[config.mk]
export PLATFORM = sky130hd
export DESIGN_NAME = hyper_result_stage
export DESIGN_NICKNAME = d
export VERILOG_FILES = /design/src/rtl/hyper_result_stage.sv
export SDC_FILE = /design/constraint.sdc
export NUM_CORES = 1
export LEC_CHECK = 0
export ABC_CLOCK_PERIOD_IN_PS = 2870
export BUFFER_PORTS_ARGS = -buffer_cell sky130_fd_sc_hd__clkbuf_2
export CAP_MARGIN = 20
export CORE_MARGIN = 5
export CORE_UTILIZATION = 50
export CTS_CLUSTER_SIZE = 25
export DETAILED_ROUTE_END_ITERATION = 8
export PLACE_DENSITY = 0.83
export SYNTH_ARGS = -nofsm -noshare
export SYNTH_HDL_FRONTEND = slang
export SYNTH_SLANG_ARGS = --single-unit
[constraint.sdc]
create_clock -name clk -period 2.87 [get_ports clk]
set_clock_uncertainty 0.15 [all_clocks]
set_input_delay 0.4305 -clock clk [delete_from_list [all_inputs] [get_ports clk]]
set_output_delay 0.4305 -clock clk [all_outputs]
set_load 0.01 [all_outputs]
[src/rtl/hyper_result_stage.sv]
// hyper_result_stage: serializes cosh/sinh/exp results as tagged beats
// onto one result bus, counting completed vectors.
package hyperCord_pkg;
  localparam int IDWIDTH = 16;
endpackage

module hyper_result_stage
  import hyperCord_pkg::*;
#(
  parameter int DWIDTH = IDWIDTH,
  parameter bit EXP_EN = 1'b1
) (
  input  logic              clk,
  input  logic              rst_n,
  input  logic              in_valid,
  output logic              in_ready,
  input  logic [DWIDTH-1:0] Xin,
  input  logic [DWIDTH-1:0] Yin,
  output logic              out_valid,
  input  logic              out_ready,
  output logic [DWIDTH-1:0] out_data,
  output logic [1:0]        out_tag,
  output logic              out_last,
  output logic              sat_flag,
  output logic [15:0]       vec_count
);

  typedef enum logic [1:0] {
    IDLE = 2'd0,
    COSH = 2'd1,
    SINH = 2'd2,
    EXP  = 2'd3
  } state_t;

  localparam logic [DWIDTH-1:0] POS_MAX =
    {1'b0, {(DWIDTH-1){1'b1}}};
  localparam logic [DWIDTH-1:0] NEG_MAX =
    {1'b1, {(DWIDTH-1){1'b0}}};

  state_t            state;
  logic [DWIDTH-1:0] x_r;
  logic [DWIDTH-1:0] y_r;
  logic [DWIDTH-1:0] sum_r;
  logic              ovf_r;

  logic [DWIDTH:0]   sum;
  logic              ovf;
  logic [DWIDTH-1:0] sum_sat;

  // sign-extended add; top two bits disagreeing means overflow
  assign sum = {Xin[DWIDTH-1], Xin} + {Yin[DWIDTH-1], Yin};
  assign ovf = sum[DWIDTH] ^ sum[DWIDTH-1];

  always_comb begin
    sum_sat = sum[DWIDTH-1:0];
    if (ovf)
      sum_sat = sum[DWIDTH] ? NEG_MAX : POS_MAX;
  end

  assign in_ready  = (state == IDLE);
  assign out_valid = (state != IDLE);

  // outputs are loaded for the state being entered
  always_ff @(posedge clk or negedge rst_n) begin
    if (!rst_n) begin
      state     <= IDLE;
      x_r       <= '0;
      y_r       <= '0;
      sum_r     <= '0;
      ovf_r     <= 1'b0;
      out_data  <= '0;
      out_tag   <= 2'b00;
      out_last  <= 1'b0;
      sat_flag  <= 1'b0;
      vec_count <= '0;
    end else begin
      unique case (state)
        IDLE: begin
          if (in_valid) begin
            x_r      <= Xin;
            y_r      <= Yin;
            sum_r    <= sum_sat;
            ovf_r    <= ovf;
            state    <= COSH;
            out_data <= Xin;
            out_tag  <= 2'b00;
            out_last <= 1'b0;
            sat_flag <= 1'b0;
          end
        end
        COSH: begin
          if (out_ready) begin
            state    <= SINH;
            out_data <= y_r;
            out_tag  <= 2'b01;
            out_last <= !EXP_EN;
          end
        end
        SINH: begin
          if (out_ready) begin
            if (EXP_EN) begin
              state    <= EXP;
              out_data <= sum_r;
              out_tag  <= 2'b10;
              out_last <= 1'b1;
              sat_flag <= ovf_r;
            end else begin
              state     <= IDLE;
              out_data  <= '0;
              out_tag   <= 2'b00;
              out_last  <= 1'b0;
              vec_count <= vec_count + 16'd1;
            end
          end
        end
        EXP: begin
          if (out_ready) begin
            state     <= IDLE;
            out_data  <= '0;
            out_tag   <= 2'b00;
            out_last  <= 1'b0;
            sat_flag  <= 1'b0;
            vec_count <= vec_count + 16'd1;
          end
        end
        default: state <= IDLE;
      endcase
    end
  end

endmodule

==> flow_summary.json <==
{
  "outcome": "complete, no violations",
  "fmax_mhz": 373.3,
  "power.share.clock_pct": 18.3,
  "clk_pin_slew_ps": 70,
  "cts_root_buffer": "clkbuf_8",
  "wire_per_inst_um": 16.91,
  "grt_pass1_vias": 3465,
  "io_pins": 74,
  "ys_ff_latch": 71,
  "worstMarginPinSlew_ps": 628.5,
  "comb_power_share_pct": 44.3,
  "routed_via_density": 5.818,
  "cts-hold-fix-buffers": 1,
  "mostFrequentLayoutCell": "clkbuf_2",
  "required_ps": 2960,
  "hp-class": "input pin to flip-flop",
  "ys_async_sr_fraction_pct": 100.0,
  "ys.flop_type": "dfrtp_1",
  "synth_sequential_area_ratio_pct": 44.11,
  "ant_nets": 0,
  "path_delay_family": "compound AO/OA/AOI/OAI gates",
  "port_buffers": 73,
  "synth_warnings": 0,
  "grt_pass1_wl_mm": 16.85,
  "syn-cell-area_um2": 4028,
  "critPathBufInv": 2,
  "die_area_um2": 9950,
  "die_h_um": 99.75,
  "finalSetupTns_ps": 0,
  "grt_start_max_net_pins": 49,
  "diodes": 0,
  "row_count": 32,
  "start_util_pct": 51.85,
  "rsz0062_at_grt": "false",
  "clkSinkCount": 71,
  "cts_resized": 0,
  "power.internal_mw": 2.730,
  "drive_gt1_share_pct": 29.18,
  "ir_worst_vdd_mv": 0.3630,
  "layout_common_cells": "72 x clkbuf_2, 71 x dfrtp_1, 44 x nand2_1",
  "p_seq_share_pct": 37.4,
  "clk_latency_ps": 350,
  "cellPowerDensity_nw_per_um2": 913.2,
  "drc": 0,
  "crit_chain": "clkbuf_2 > ha_1 > fa_1 > a211oi_1 > o211ai_1 > a211oi_2 > o221ai_1 > buf_4 > xnor2_1 > mux2_2",
  "grt_usage_pct": 21.11,
  "drv_slew": 0,
  "synth-edff-count": 0,
  "whs_ps": 182.4,
  "htree_levels": 3,
  "crit_type": "input pin to flip-flop",
  "max_cap_viol_count": 0,
  "cts_tree": "built",
  "cts_max_path_buffers": 2,
  "area_growth_pct": 21.06,
  "first_pass_iters": 4,
  "fin_nets": 551,
  "dieWidth_um": 99.75,
  "worst_ep_arrival_time_ps": 2770,
  "syn-instance-count": 404,
  "switchingPower_mw": 1.723,
  "core_um2": 7767,
  "numCtsBuffers": 9,
  "cp-end-kind": "flip-flop",
  "critPathMaxStageDelay_ps": 410,
  "first_iter_violations": 273,
  "post-dp-hpwl_mm": 7.496,
  "antenna_found_initial": 0,
  "num_vias": 3485,
  "slowest_stage": "fa_1",
  "post-cts-setup-buffer-count": 0,
  "power.share.switching_pct": 38.69,
  "synth_nets": 463,
  "synth.distinct_cells": 45,
  "min_period_over_period_pct": 93.34,
  "crit_fanout": 20,
  "layout_min_cycle_time_ps": 2679,
  "routabilityCongestion": 0.9126,
  "hold_viol": 0,
  "avgSynthCellArea_um2": 9.969,
  "relSlewSlack_pct": 58.10,
  "routed_wl_mm": 10.13,
  "setup_viol": 0,
  "p_leak_nw": 2.319,
  "overflow": 0,
  "cp-start-kind": "input pin"
}
through the flow:
step                util, %  std cells  instance area [µm²]  worst slack, ps  total power, mW
CTS                   62.77        599                 4876            210.3            4.466
global placement      60.08        582                 4667           -29.75            3.540
finish                62.77        599                 4876            191.2            4.453
global route          62.77        599                 4876            67.51            4.765
detailed placement    60.08        582                 4667           -128.4            3.652
floorplan                 -        404                 4033            30.26            2.949
state kept, by name, indices dropped and copies added, names as in the netlist:
name and count:
state 2, sat_flag 1, out_tag 2, vec_count 16
sum_r 16, ovf_r 1, y_r 16, out_last 1
out_data 16
worst paths after layout:
| kind | startpoint | to | slack (ps) | cells past startpoint |
|---|---|---|---|---|
| max in group asynchronous | rst_n | sum_r[3] | 1430 | 3 |
| setup reg to reg | state[0] | vec_count[13] | 740 | 7 |
| min in group asynchronous | rst_n | vec_count[0] | 470 | 2 |
| hold / removal | Yin[13] | y_r[13] | 180 | 2 |
| setup / recovery | Xin[0] | ovf_r | 190 | 10 |
| hold reg to reg | vec_count[15] | vec_count[15] | 330 | 1 |
routing by layer:
metal / vias up / track usage (%) / routed length (µm)
met3: 21 / 3.366 / 735
met1: 1680 / 28.54 / 4442
met4: 0 / 9.559 / 180
met2: 136 / 33.30 / 4773
met5: - / 0 / 0
li1: 1648 / - / -
cells in the mapped netlist, types with 2 or more instances:
master    instances  share of area, %
nor3_1            6              0.75
a21boi_0          2              0.37
nand4_1           3              0.47
nand2_1          44               4.1
and3_1            5              0.78
mux2_2           23               6.4
xnor2_1          20               4.3
and4_1            2              0.43
inv_1             7              0.65
o31ai_1          13               2.4
nand2b_1          3              0.47
xor2_1            9               2.0
mux2i_1           2              0.50
o21ai_0          42               5.2
nand3_1           8              0.99
nor2_1           23               2.1
a221o_1          17               4.2
and2_1            2              0.31
a21oi_1          28               3.5
a211oi_1          3              0.56
o211ai_1          6               1.1
dfrtp_1          71                44
a21o_1            3              0.56
clkbuf_1         20               1.9
ha_1             22               6.8
power by group through the flow:
stage | Sequential, mW | Combinational [mW] | Clock [mW]
2_1_floorplan | 1.68 | 1.27 | 0
3_3_place_gp | 1.66 | 1.88 | 0
3_5_place_dp | 1.68 | 1.97 | 0
4_1_cts | 1.66 | 1.98 | 0.824
5_1_grt | 1.71 | 2.19 | 0.865
6_report | 1.67 | 1.97 | 0.815
kinds of logic after synthesis:
group	count (synthesis)	share of synthesized area (%)
xor gates and xnor gates	29	6.306
DFF	71	44.11
AOI/OAI and AO/OA	126	20.78
buffers and inverters	30	3.076
muxes	26	7.300
and+or+nand+nor	98	10.84
adders and majority gates	24	7.580
layout make-up:
type	count	area [µm²]
clock inverter	5	57.56
inverter	7	26.28
timing repair buffer	100	608.1
sequential	71	1777
fill	632	2892
clock buffer	11	141.4
multi-input combinational	303	2138
tap	102	127.6
Power figures use the tool's default switching activity.
